## src/rtl/time_entry_pkg.sv

```systemverilog
// rtl/time_entry_pkg.sv - shared types and constants for the time entry keypad
package time_entry_pkg;

    typedef enum logic [1:0] {
        EMPTY   = 2'd0,
        PARTIAL = 2'd1,
        FULL    = 2'd2,
        COMMIT  = 2'd3
    } state_t;

    localparam int          MAX_DIGITS = 3;
    localparam logic [11:0] MAX_VALUE  = 12'd999;

    // d2*100 + d1*10 + d0 built from shifts and adds only
    function automatic logic [11:0] bcd_to_bin(input logic [3:0] d2,
                                               input logic [3:0] d1,
                                               input logic [3:0] d0);
        logic [11:0] h, t, o;
        h = 12'(d2);
        t = 12'(d1);
        o = 12'(d0);
        return (h << 6) + (h << 5) + (h << 2) + (t << 3) + (t << 1) + o;
    endfunction

endpackage

```

## src/rtl/sync_pulse.sv

```systemverilog
// rtl/sync_pulse.sv - 2-flop synchronizer plus rising-edge detector, per bit
module sync_pulse #(
    parameter int WIDTH = 1
) (
    input  logic             clk,
    input  logic             reset,
    input  logic [WIDTH-1:0] din,
    output logic [WIDTH-1:0] pulse
);

    logic [WIDTH-1:0] s1, s2, s3;
    logic [2:0]       armed;

    always_ff @(posedge clk) begin
        if (reset) begin
            s1    <= '0;
            s2    <= '0;
            s3    <= '0;
            armed <= '0;
        end else begin
            s1    <= din;
            s2    <= s1;
            s3    <= s2;
            armed <= {armed[1:0], 1'b1};
        end
    end

    // Edges stay masked until s3 holds a real sample, so a button held
    // through reset release is seen as already high rather than rising.
    assign pulse = s2 & ~s3 & {WIDTH{armed[2]}};

endmodule

```

## src/rtl/time_entry.sv

```systemverilog
// rtl/time_entry.sv - three-digit decimal keypad entry with backspace, clear and commit
module time_entry
    import time_entry_pkg::*;
#(
    parameter int NDIG = 3
) (
    input  logic        clk,
    input  logic        reset,
    input  logic [9:0]  digit_pb,
    input  logic        back_pb,
    input  logic        clear_pb,
    input  logic        enter_pb,
    output logic [11:0] entry_value,
    output logic [1:0]  digit_count,
    output logic [11:0] load_value,
    output logic        load_pulse,
    output logic        full
);

    localparam int         ND       = (NDIG < MAX_DIGITS) ? NDIG : MAX_DIGITS;
    localparam logic [1:0] FULL_CNT = 2'(ND);

    logic [12:0] ev;
    logic [9:0]  dig_ev;
    logic        back_ev, clear_ev, enter_ev;

    sync_pulse #(.WIDTH(13)) u_sync (
        .clk   (clk),
        .reset (reset),
        .din   ({enter_pb, clear_pb, back_pb, digit_pb}),
        .pulse (ev)
    );

    assign dig_ev   = ev[9:0];
    assign back_ev  = ev[10];
    assign clear_ev = ev[11];
    assign enter_ev = ev[12];

    state_t      state, state_n;
    logic [3:0]  d2, d1, d0, d2_n, d1_n, d0_n, sel;
    logic [1:0]  count_n;
    logic [11:0] entry_n, load_n;
    logic        commit;

    always_ff @(posedge clk) begin
        if (reset) begin
            state       <= EMPTY;
            d2          <= '0;
            d1          <= '0;
            d0          <= '0;
            digit_count <= '0;
            entry_value <= '0;
            load_value  <= '0;
        end else begin
            state       <= state_n;
            d2          <= d2_n;
            d1          <= d1_n;
            d0          <= d0_n;
            digit_count <= count_n;
            entry_value <= entry_n;
            load_value  <= load_n;
        end
    end

    always_comb begin
        d2_n    = d2;
        d1_n    = d1;
        d0_n    = d0;
        count_n = digit_count;
        load_n  = load_value;
        commit  = 1'b0;
        sel     = '0;
        for (int k = 9; k >= 0; k--) begin
            if (dig_ev[k]) sel = 4'(k);
        end

        // COMMIT already left the digits cleared, so it behaves as EMPTY here
        if (clear_ev) begin
            d2_n = '0; d1_n = '0; d0_n = '0; count_n = '0;
        end else if (enter_ev && digit_count != 2'd0) begin
            load_n = entry_value;
            commit = 1'b1;
            d2_n = '0; d1_n = '0; d0_n = '0; count_n = '0;
        end else if (back_ev && digit_count != 2'd0) begin
            d0_n    = d1;
            d1_n    = d2;
            d2_n    = '0;
            count_n = digit_count - 2'd1;
        end else if ((|dig_ev) && digit_count < FULL_CNT) begin
            d2_n    = d1;
            d1_n    = d0;
            d0_n    = sel;
            count_n = digit_count + 2'd1;
        end

        if (commit)                 state_n = COMMIT;
        else if (count_n == 2'd0)   state_n = EMPTY;
        else if (count_n == FULL_CNT) state_n = FULL;
        else                        state_n = PARTIAL;

        entry_n = bcd_to_bin(d2_n, d1_n, d0_n);
    end

    assign load_pulse = (state == COMMIT);
    assign full       = (digit_count == FULL_CNT);

endmodule

```

## config.mk

```make
export PLATFORM = sky130hd
export DESIGN_NAME = time_entry
export DESIGN_NICKNAME = d
export VERILOG_FILES = /design/src/rtl/time_entry_pkg.sv /design/src/rtl/sync_pulse.sv /design/src/rtl/time_entry.sv
export SDC_FILE = /design/constraint.sdc
export NUM_CORES = 1
export LEC_CHECK = 0
export BUFFER_PORTS_ARGS = -buffer_cell sky130_fd_sc_hd__buf_2
export CORE_MARGIN = 2
export CORE_UTILIZATION = 45
export CTS_CLUSTER_DIAMETER = 200
export DETAILED_ROUTE_END_ITERATION = 10
export HOLD_SLACK_MARGIN = 0.08
export PLACE_DENSITY_LB_ADDON = 0.08
export SLEW_MARGIN = 20
export SYNTH_ARGS = -nofsm -noshare
export SYNTH_HDL_FRONTEND = slang
export SYNTH_SLANG_ARGS = --single-unit
```

## constraint.sdc

```tcl
create_clock -name clk -period 4.52 [get_ports clk]
set_clock_uncertainty 0.05 [all_clocks]
set_input_delay 0.904 -clock clk [delete_from_list [all_inputs] [get_ports clk]]
set_output_delay 0.904 -clock clk [all_outputs]
set_load 0.005 [all_outputs]
```

# Yosys cells after proc, flatten, opt, wreduce, memory -nomap -nowiden
# Cells that the tools add are included.
[word_totals]
reg_bits = 82
latch_bits = 0
mem_bits_rw = 0
mem_bits_ro = 0
input_bits = 15
elab_cells = 66
n_memories = 0
[op_classes]
n_addsub = 7
multipliers = 0
n_div = 0
magnitude_cmp = 1
n_eq_ne = 3
n_shift = 0
mux = 32
n_bitwise = 4
reduce_logical = 7
[op_table]
columns = ["op", "n"]
rows = [
  ["4-bit two-way mux", 22],
  ["13-bit AND", 2],
  ["2-bit two-way mux", 7],
  ["13-bit NOT", 1],
  ["11-bit by 6-bit adder with 12-bit output", 1],
  ["12-bit by 4-bit adder with 12-bit output", 1],
  ["12-bit by 5-bit adder with 12-bit output", 1],
  ["12-bit by 7-bit adder with 12-bit output", 1],
  ["10-bit by 9-bit adder with 11-bit output", 1],
  ["10-bit OR reduction", 1],
  ["2-bit == test, second input constant", 3],
  ["1-bit logical AND", 3],
  ["1-bit two-way mux", 3],
  ["2-bit by 1-bit adder with 2-bit output, second input constant", 1],
  ["2-bit logical NOT", 1],
  ["2-bit < comparator, second input constant", 1],
  ["2-bit AND reduction", 1],
  ["2-bit nonzero test", 1],
  ["2-bit by 1-bit subtractor with 2-bit output, second input constant", 1],
  ["1-bit NOT", 1],
]

# Depth between registers and ports, before layout
# Gate-level depths: netlist (run 1).
[depth]
word_depth = 18
mapped_depth = 18
mapped_depth_nobuf = 17

# By module
# From an unflattened synthesis (run 1), not the netlist that was laid out.
[hier_totals]
cells_unflattened = 369
hier_area_um2 = 3628.5
[by_module_without_submodules]
columns = ["module", "instances", "cells_each", "area_per_inst_um2"]
rows = [
  ["time_entry", 1, 267, 2388.5],
  ["sync_pulse", 1, 102, 1239.9],
]

# Worst setup path after synthesis (run 1)
# No wires, ideal clock.
[synth_timing]
kind = "register to register"
start = "register digit_count[0]"
end = "register entry_value[11]"
setup_time_ns = 0.058
arrival_ns = 4.042
required_ns = 4.412
setup_slack_ns = 0.369
path_stages_with_launch = 18
path_buffers = 1
cell_sequence = "dfxtp_1 > inv_1 > ha_1 > or4b_1 > clkbuf_1 > a31oi_1 > and3_1 > fa_1 > fa_1 > ha_1 > inv_1 > fa_1 > nor2b_1 > o21ai_0 > a21boi_0 > o21a_1 > o21a_1 > o211a_1"
[synth_lines]
columns = ["element", "line", "text"]
rows = [
  ["start, declared", "time_entry.sv:14", "output logic [1:0] digit_count,"],
  ["start signal, assigned", "time_entry.sv:59", "digit_count <= count_n;"],
  ["2-bit < comparator", "time_entry.sv:89", "end else if ((|dig_ev) && digit_count < FULL_CNT) begin"],
  ["1-bit logical AND", "time_entry.sv:89", ""],
  ["4-bit two-way mux", "time_entry.sv:89", ""],
  ["4-bit two-way mux", "time_entry.sv:84", "end else if (back_ev && digit_count != 2'd0) begin"],
  ["4-bit two-way mux (*)", "time_entry.sv:80", "end else if (enter_ev && digit_count != 2'd0) begin"],
  ["4-bit two-way mux (*)", "time_entry.sv:78", "if (clear_ev) begin"],
  ["named net d1_n[2]", "time_entry.sv:40", "logic [3:0] d2, d1, d0, d2_n, d1_n, d0_n, sel;"],
  ["12-bit by 7-bit adder with 12-bit output", "time_entry_pkg.sv:22", "return (h << 6) + (h << 5) + (h << 2) + (t << 3) + (t << 1) + o;"],
  ["12-bit by 5-bit adder with 12-bit output (*)", "time_entry_pkg.sv:22", ""],
  ["12-bit by 4-bit adder with 12-bit output (*)", "time_entry_pkg.sv:22", ""],
  ["end signal, assigned", "time_entry.sv:60", "entry_value <= entry_n;"],
  ["end, declared", "time_entry.sv:13", "output logic [11:0] entry_value,"],
]
# Mark *: on every way through the listed nets, which the timed path passes. The rest lies on a longest branch.
# A chain may end at the register's enable or synchronous reset.

# Worst setup path after layout (run 1)
[layout_timing]
start = "register u_sync.s3[3]"
end = "register entry_value[11]"
[layout_lines]
columns = ["element", "line", "text"]
rows = [
  ["start, declared", "sync_pulse.sv:11", "logic [WIDTH-1:0] s1, s2, s3;"],
  ["start signal, assigned", "sync_pulse.sv:18", "s3 <= '0;"],
  ["start signal, assigned", "sync_pulse.sv:23", "s3 <= s2;"],
  ["13-bit NOT (*)", "sync_pulse.sv:30", "assign pulse = s2 & ~s3 & {WIDTH{armed[2]}};"],
  ["13-bit AND (*) (2 in a row)", "sync_pulse.sv:30", ""],
  ["10-bit OR reduction (*)", "time_entry.sv:89", ""],
  ["1-bit logical AND (*)", "time_entry.sv:89", ""],
  ["4-bit two-way mux (*)", "time_entry.sv:89", ""],
  ["4-bit two-way mux (*)", "time_entry.sv:84", ""],
  ["4-bit two-way mux (*)", "time_entry.sv:80", ""],
  ["4-bit two-way mux (*)", "time_entry.sv:78", ""],
  ["named net d1_n[2]", "time_entry.sv:40", ""],
  ["12-bit by 7-bit adder with 12-bit output", "time_entry_pkg.sv:22", ""],
  ["12-bit by 5-bit adder with 12-bit output (*)", "time_entry_pkg.sv:22", ""],
  ["12-bit by 4-bit adder with 12-bit output (*)", "time_entry_pkg.sv:22", ""],
]
# Marked as above.

==> impl_metrics.toml, run 1 <==
[yosys]
synthArstFlopShare_pct = 0
yosysWarningCount = 0
yosysTopAreaCell = "dfxtp_1"
ys_seq_area_share_pct = 47.8
synth_common_cells = "81 x dfxtp_1, 50 x nor2b_1, 37 x nor2_1"
synth_area_um2 = 3390
synth_ff_type = "dfxtp_1"
synth_cell_types = 41
syn_area_per_cell_um2 = 9.95
syn-num-nets = 383
synth-edff-count = 0
synth.area.top_cells = "dfxtp_1 48%, nor2b_1 9.2%, ha_1 7.4%, mux2i_1 4.7%, fa_1 4.1%"
syn_inst = 341
ys_ff_latch = 81
yosysMostFrequentCell = "dfxtp_1"
netlist.area_leader.share_pct = 47.8

[global_route]
antenna_found_initial = 0
grt_pass1_wl_um = 10800
grt_max_degree = 43
grtUsageTotal_pct = 16.5
grt_pass1_vias = 2287
overflow = 0

[power_and_ir_drop]
peakVddDrop_v = 0.000165
p_leak_nw = 1.89
intPower_mw = 1.02
sequentialPowerShare_pct = 55.1
pwr-share-comb_pct = 10.1
pwr-share-clk_pct = 34.8
switching_share_pct = 25.1
power.density_nw_per_um2 = 345
p_sw_mw = 0.343

[clocking]
clkLatencyLatePin_ns = 0.35
htree_levels = 3
cts_tree = "yes"
clkSlewWorstSetupHoldPaths_ns = 0.08
clock-sinks = 81
hold_buffers = 0
numCtsBuffers = 9
clockBufferDepth = 2
clockRootBuffer = "clkbuf_8"

[placed_design]
gp_congestion = 0.836
dp_slack_ns = 0.0388
io_buffers = 42
dp_hpwl_um = 4450
dp.cells = 476

[finish]
multi_input_area_um2 = 1650
nFillCells = 717
drive_gt1_share_pct = 19.7
antennaDiodeCount = 0
final_nets = 433
instances_no_fill = 495
utilization_pct = 54.4
regArea_um2 = 1620
area_growth_pct = 16.9

[detailed_routing]
drc = 0
first_iter_violations = 89
routed_wl_um = 5940
dr.pass1.iters = 4
viasPerCell = 4.75
vias = 2351
antenna_left = 0
wl_per_cell_um = 12.0

[floorplanning]
io_pins = 43
die_area_um2 = 8250
die-height_um = 90.8
core_area_um2 = 7290
dieWidth_um = 90.8
num_rows = 31
start_util_pct = 46.5

[timing]
slew_headroom_pct = 49.3
worst-slew-pin-transition_ns = 0.761
hold_viol = 0
clock.fmax_mhz = 237
slew_viol_final = 0
grt_setup_unrepaired = "no"
setup_viol = 0
period_minus_slack_ns = 4.22
fin_crit_sh_pct = 93.4
fin_ws_ns = 0.300
setup_tns_ns = 0

[status]
status = "finished, final reports clean"

[job]
cap_violations = 0

[worst_setup_path]
critPathKind = "register to register"
cp_max_fo = 10
worst_ep_arrival_time_ns = 4.47
rrSetupSlack_ns = 0.30
required_ns = 4.76
crit_path_start_kind = "register"
cp-end-kind = "register"

[worst_hold_path]
worstHoldPathType = "register to register"
state kept, by name (all words and copies together), names as in the netlist:
register	count
u_sync.s2	13
load_value	12
u_sync.armed	3
d0	3
u_sync.s3	13
d2	4
state	2
u_sync.s1	13
digit_count	2
d1	4
entry_value	12
routing by layer:
layer | share of wire, % | global-route usage [%] | up-vias
met5 | 0 | 0 | -
met4 | 1.8 | 7.95 | 0
met3 | 5.3 | 3.67 | 8
met2 | 40 | 23.3 | 49
met1 | 53 | 23.8 | 1062
li1 | - | - | 1232
worst paths after layout:
kind | start | to | depth (start not counted)
max reg2reg | u_sync.s3[3] | entry_value[11] | 18
max | u_sync.s3[3] | entry_value[11] | 18
min reg2reg | u_sync.s1[2] | u_sync.s2[2] | 1
min | u_sync.s1[2] | u_sync.s2[2] | 1
placed cells by master (no fill, tap or decap), drive strengths merged, types with 2 or more instances in the layout:
cell    count
fa          7
buf        53
a211oi      4
o21ai       9
nor2b      50
clkinv      3
a41o        2
nor2       37
nor3       13
ha         20
o21a        4
nand3       2
nand2b     15
xnor2       3
mux2i      16
dfxtp      81
and2        3
a31oi       3
and3        6
inv        22
nand2       6
clkbuf     11
a21oi      10
power groups by stage:
stage	Combinational, mW	Sequential [mW]	Clock (mW)
CTS	0.137	0.754	0.496
finish	0.138	0.754	0.476
floorplan	0.0950	0.769	0
global placement	0.134	0.771	0
global route	0.161	0.758	0.521
detailed placement	0.135	0.771	0
per-stage QoR:
| step | area [um^2] | hold WS (ns) | power, mW |
|---|---|---|---|
| after floorplan | 3390 | 0.364 | 0.864 |
| after global placement | 3730 | 0.368 | 0.905 |
| after detailed placement | 3730 | 0.372 | 0.906 |
| after CTS | 3920 | 0.393 | 1.39 |
| after global routing | 3960 | 0.410 | 1.44 |
| final | 3960 | 0.389 | 1.37 |
logic make-up after synthesis:
kind of cell    after synthesis  share of synthesized area (%)
mux                          16                           4.72
xor+xnor                      4                           1.03
flops                        81                           47.8
compound gates               42                           8.71
fa+ha+maj                    27                           11.5
simple gates                136                           22.0
buf+inv                      35                           4.20
worst max-delay path, stage by stage, from the launching register on:
cell and delay [ns]:
dfxtp_1 0.30, nand2b_1 0.18, a41o_1 0.31, a31oi_4 0.28, buf_12 0.17, nor3_1 0.06
a31oi_2 0.20, and3_4 0.22, fa_1 0.43, fa_1 0.52, ha_1 0.17, inv_1 0.05
fa_1 0.39, nor2b_2 0.15, o21ai_1 0.09, a21boi_1 0.18, o21a_1 0.15, o21a_1 0.13
o211a_1 0.14
cell type report:
class | count | share of cell area [%]
Clock buffer | 11 | 3.57
Multi-Input combinational cell | 225 | 41.7
Tap cell | 99 | 3.13
Timing Repair Buffer | 53 | 7.70
Sequential cell | 81 | 40.9
Clock inverter | 5 | 0.979
Inverter | 21 | 1.99
repair_timing:
item                       in CTS  in global routing
setup buffers                   0                  3
gates resized for setup         0                  9
setup endpoints to repair       0                  3
No activity file was read; power rests on OpenSTA's default activity.
==> inputs of run 2 (changes only) <==
- PLACE_DENSITY: unset -> 0.75
- PLACE_DENSITY_LB_ADDON: 0.08 -> unset
==> run 2 against run 1 <==
  * Global-route usage grew 0.65 points
  * Sequential cell count is the same
  * Die area is the same
  * Final cell count up 0.20%
  * Maximum frequency down 0.87%
  * Critical path depth down 1
  * Clock power is 9.2% higher
  * First-iteration DRC count up 110%
  * Count of clock-buffer cells in the layout down 1
  * Routed wire length is 11% higher
  * Combinational power barely moved
  * Largest power group unchanged
  * Highest routed layer unchanged
==> impl_metrics.toml, run 2 (same netlist as run 1, synthesis figures left out) <==
[global_route]
overflow = 0
grtUsageTotal_pct = 17.2
grt_pass1_vias = 2493
antenna_found_initial = 0
grt_pass1_wl_um = 11400
grt_max_degree = 42

[timing]
clock.fmax_mhz = 235
worst-slew-pin-transition_ns = 0.780
hold_viol = 0
slew_headroom_pct = 48.0
slew_viol_final = 0
setup_viol = 0
fin_crit_sh_pct = 94.2
period_minus_slack_ns = 4.26

[finish]
final_cell_mix = "80 x dfxtp_1, 49 x nor2b_1, 42 x buf_2"
utilization_pct = 54.8
nFillCells = 660
area_growth_pct = 17.7
largest_registers = "u_sync.s1 (13), u_sync.s2 (13), u_sync.s3 (13)"
drive_gt1_share_pct = 20.7
instances_no_fill = 496
final_common_cell = "dfxtp_1"
final_nets = 434
antennaDiodeCount = 0

[clocking]
clkLatencyLatePin_ns = 0.35
clock-sinks = 81
hold_buffers = 0
clockRootBuffer = "clkbuf_8"
numCtsBuffers = 9
clockBufferDepth = 2
cts_tree = "yes"
clkSlewWorstSetupHoldPaths_ns = 0.08
htree_levels = 3

[worst_setup_path]
cp-end-kind = "register"
cp_max_fo = 5
critPathTopFamily = "compound AO/OA/AOI/OAI gates"
slowest_delay_ns = 0.52
worst_ep_arrival_time_ns = 4.51
reg2reg_depth = 17
crit_top_cell = "fa_1"
rr_startpoint = "u_sync.s3[2]"
critPathLaunch = "u_sync.s3[2]"
critPathKind = "register to register"
cp_num_cells = 17
rrSetupSlack_ns = 0.26
cpMaxStageDelayCell = "fa_1"
required_ns = 4.77
cp_cell_sequence = "nand2b_1 > a41o_2 > a31oi_4 > nor2b_1 > a211oi_1 > nor3_1 > fa_1 > fa_1 > ha_1 > inv_1 > fa_1 > nor2b_2 > o21ai_0 > a21boi_1 > o21a_1 > o21a_1 > o211a_1"
endpoint = "entry_value[11]"
path_buf_inv = 1
crit_path_start_kind = "register"
rr_endpoint = "entry_value[11]"

[placed_design]
gp_congestion = 0.932
dp_hpwl_um = 4500
io_buffers = 42
dp.cells = 475

[floorplanning]
start_util_pct = 46.5
num_rows = 31
core_area_um2 = 7290
die-height_um = 90.8
dieWidth_um = 90.8
io_pins = 43
die_area_um2 = 8250

[detailed_routing]
vias = 2466
top_layer_used = "met4"
first_iter_violations = 189
antenna_left = 0
drt-met1-wl_um = 3000
dr.pass1.iters = 4
drc = 0
wl_met2_um = 3130
wl_per_cell_um = 13.3
route.met3.wl_um = 306
routed_wl_um = 6620
viasPerCell = 4.97

[worst_hold_path]
hp-start = "u_sync.s1[6]"
worstHoldPathType = "register to register"

[power_and_ir_drop]
intPower_mw = 1.06
p_leak_nw = 1.90
pwr-share-clk_pct = 36.7
p_sw_mw = 0.352
total_power_mw = 1.41
sequentialPowerShare_pct = 53.4
switching_share_pct = 24.9
power.density_nw_per_um2 = 354
peakVddDrop_v = 0.000145
pwr-share-comb_pct = 9.9

[status]
status = "finished, final reports clean"

[job]
cap_violations = 0
==> run 2: cell type report <==
| class | count | area [um^2] | area share (%) |
|---|---|---|---|
| Inverter | 21 | 78.8 | 1.97 |
| Tap cell | 99 | 124 | 3.10 |
| Sequential cell | 81 | 1620 | 40.6 |
| Multi-Input combinational cell | 226 | 1680 | 42.1 |
| Timing Repair Buffer | 53 | 293 | 7.33 |
| Clock inverter | 6 | 67.6 | 1.69 |
| Clock buffer | 10 | 128 | 3.20 |
==> run 2: timing repair <==
item,in CTS,in global routing
resized for setup,0,12
hold endpoints to repair,0,0
buffers inserted,0,4
setup endpoints to repair,0,5
==> run 2: power groups by stage <==
| stage | combinational [mW] | sequential, mW | clock (mW) |
|---|---|---|---|
| finish | 0.140 | 0.755 | 0.520 |
| global route | 0.161 | 0.759 | 0.571 |
| global placement | 0.128 | 0.770 | 0 |
| detailed placement | 0.132 | 0.771 | 0 |
| CTS | 0.133 | 0.755 | 0.535 |
| floorplan | 0.0950 | 0.769 | 0 |
==> run 2: worst min path at each step <==
| stage | to | slack [ns] | cells after the start |
|---|---|---|---|
| 6_report | u_sync.s2[6] | 0.39 | 1 |
| 3_3_place_gp | u_sync.s2[4] | 0.37 | 1 |
| 4_1_cts | u_sync.s2[6] | 0.39 | 1 |
| 5_1_grt | u_sync.armed[2] | 0.40 | 1 |
| 2_1_floorplan | u_sync.armed[1] | 0.36 | 1 |
| 3_5_place_dp | u_sync.s2[5] | 0.37 | 1 |
==> run 2: layer usage <==
metal | vias up | track usage, %
li1 | 1233 | -
met1 | 1155 | 21.6
met2 | 65 | 27.1
met3 | 13 | 5.01
met4 | 0 | 8.21
met5 | - | 0
==> run 2: metrics by stage <==
stage / instance area, um^2 / hold slack (ns) / setup TNS (ns) / setup WS [ns]
floorplan: 3390 / 0.364 / 0 / 0.369
finish: 3990 / 0.387 / 0 / 0.263
global placement: 3710 / 0.368 / 0 / 0.269
detailed placement: 3710 / 0.374 / 0 / 0.137
CTS: 3910 / 0.391 / 0 / 0.0359
global route: 3990 / 0.396 / -0.0300 / -0.0210
==> inputs of run 3 (changes only) <==
- BUFFER_PORTS_ARGS: -buffer_cell sky130_fd_sc_hd__buf_2 -> -buffer_cell sky130_fd_sc_hd__buf_4
==> run 3 against run 2 <==
  * Non-clock buffer count down 2
  * Die area is the same
  * Power is 1.3% higher
  * Count of clock-buffer cells in the layout up 1
  * Worst hold slack gained 0.0038 ns
  * Critical path depth rose by 1
  * Clock power up 3%
  * Combinational power grew 4%
  * First-iteration DRC count shrank 16%
  * Routed wire length down 7.5%
  * Critical path type unchanged
==> impl_metrics.toml, run 3 (same netlist as run 1, synthesis figures left out) <==
[global_route]
grt_max_degree = 72
grtUsageTotal_pct = 15.8
antenna_found_initial = 0
overflow = 0
grt_pass1_vias = 2312
grt_pass1_wl_um = 10600

[floorplanning]
start_util_pct = 46.5
num_rows = 31
io_pins = 43
die_area_um2 = 8250
dieWidth_um = 90.8
core_area_um2 = 7290
die-height_um = 90.8

[finish]
instances_no_fill = 493
final_cell_mix = "80 x dfxtp_1, 50 x buf_4, 49 x nor2b_1"
antennaDiodeCount = 0
final_nets = 431
post-route-cell-area_um2 = 4080
final_common_cell = "dfxtp_1"
area_growth_pct = 20.3
drive_gt1_share_pct = 20.1
largest_registers = "u_sync.s1 (13), u_sync.s2 (13), u_sync.s3 (13)"

[timing]
worst-slew-pin-transition_ns = 0.767
setup_viol = 0
fin_ws_ns = 0.326
clock.fmax_mhz = 238
period_minus_slack_ns = 4.19
slew_viol_final = 0
whs_ns = 0.391
setup_tns_ns = 0
hold_viol = 0
slew_headroom_pct = 48.9
fin_crit_sh_pct = 92.8

[worst_setup_path]
cpMaxStageDelayCell = "fa_1"
critPathKind = "register to register"
rr_endpoint = "entry_value[9]"
reg2reg_depth = 18
cp-end-kind = "register"
rr_startpoint = "u_sync.s3[0]"
crit_path_start_kind = "register"
cp_max_fo = 5
crit_top_cell = "fa_1"
cp_cell_sequence = "nand2b_1 > a41o_1 > a31oi_4 > buf_4 > nor3_1 > a31oi_2 > and3_4 > fa_1 > fa_1 > ha_1 > inv_1 > fa_1 > nor2b_2 > o21ai_1 > a21boi_1 > o21a_1 > o21a_1 > nor3_1"
required_ns = 4.68
rrSetupSlack_ns = 0.33
worst_ep_arrival_time_ns = 4.35
slowest_delay_ns = 0.52

[detailed_routing]
drc = 0
first_iter_violations = 159
vias = 2366
viasPerCell = 4.80
wl_per_cell_um = 12.4
antenna_left = 0
dr.pass1.iters = 4
routed_wl_um = 6120

[placed_design]
dp.cells = 473
dpl_cell_area_um2 = 3800
gp_congestion = 0.921
dp_slack_ns = 0.149
io_buffers = 42
dp_hpwl_um = 4200

[clocking]
clock-sinks = 81
htree_levels = 3
cts_tree = "yes"
clkSlewWorstSetupHoldPaths_ns = 0.08
clockBufferDepth = 2
clkLatencyLatePin_ns = 0.35
clockRootBuffer = "clkbuf_8"
hold_buffers = 0
numCtsBuffers = 9

[job]
cap_violations = 0

[worst_hold_path]
hp-start = "u_sync.s1[12]"
min_to = "u_sync.s2[12]"
worstHoldPathType = "register to register"
hold_path_depth = 1

[status]
status = "finished, final reports clean"

[power_and_ir_drop]
peakVddDrop_v = 0.000172
power.density_nw_per_um2 = 351
p_leak_nw = 1.90
run 3: layout make-up:
cell class / count / area, um^2
multi-input cells: 225 / 1660
inverters: 21 / 78.8
flip-flops and latches: 81 / 1620
fillers: 642 / 3210
repair buffers: 51 / 387
well taps: 99 / 124
clock buffers: 11 / 141
clock inverters: 5 / 62.6
run 3: power breakdown:
group,internal (mW),total (mW),switching (mW),leakage [nW]
sequential,0.742,0.755,0.0131,0.662
combinational,0.0720,0.145,0.0731,1.14
clock,0.274,0.533,0.259,0.0966
total,1.09,1.43,0.345,1.90
run 3: worst max-delay path by stage:
| stage | from | end |
|---|---|---|
| 2_1_floorplan | digit_count[0] | entry_value[11] |
| 3_3_place_gp | digit_count[0] | entry_value[9] |
| 3_5_place_dp | u_sync.armed[2] | entry_value[9] |
| 4_1_cts | u_sync.armed[2] | entry_value[9] |
| 5_1_grt | u_sync.s3[5] | entry_value[9] |
| 6_report | u_sync.s3[0] | entry_value[9] |
run 3: layer usage:
metal	global-route usage, %	vias to the layer above	wire (um)
met5	0	-	0
met4	5.68	0	44
met3	4.92	5	337
met2	24.7	58	2820
met1	20.7	1070	2920
li1	-	1233	-
run 3: per-stage QoR:
step	total power [mW]	util, %
final	1.43	56.0
after global routing	1.50	56.0
after global placement	0.906	52.2
after floorplan	0.864	-
after detailed placement	0.909	52.2
after CTS	1.45	55.0
run 3: what timing repair did:
item                                    4_1_cts  5_1_grt
endpoints found under the setup margin        0        3
buffers inserted                              0        4
gates resized for setup                       0       13
run 3: critical path, delay by kind of cell, from the launching register on:
| family | cells | cell delay (ns) |
|---|---|---|
| and+or+nand+nor | 5 | 0.67 |
| DFF | 1 | 0.30 |
| AOI/OAI and AO/OA | 7 | 1.28 |
| adders and majority gates | 4 | 1.53 |
| buffers and inverters | 2 | 0.23 |
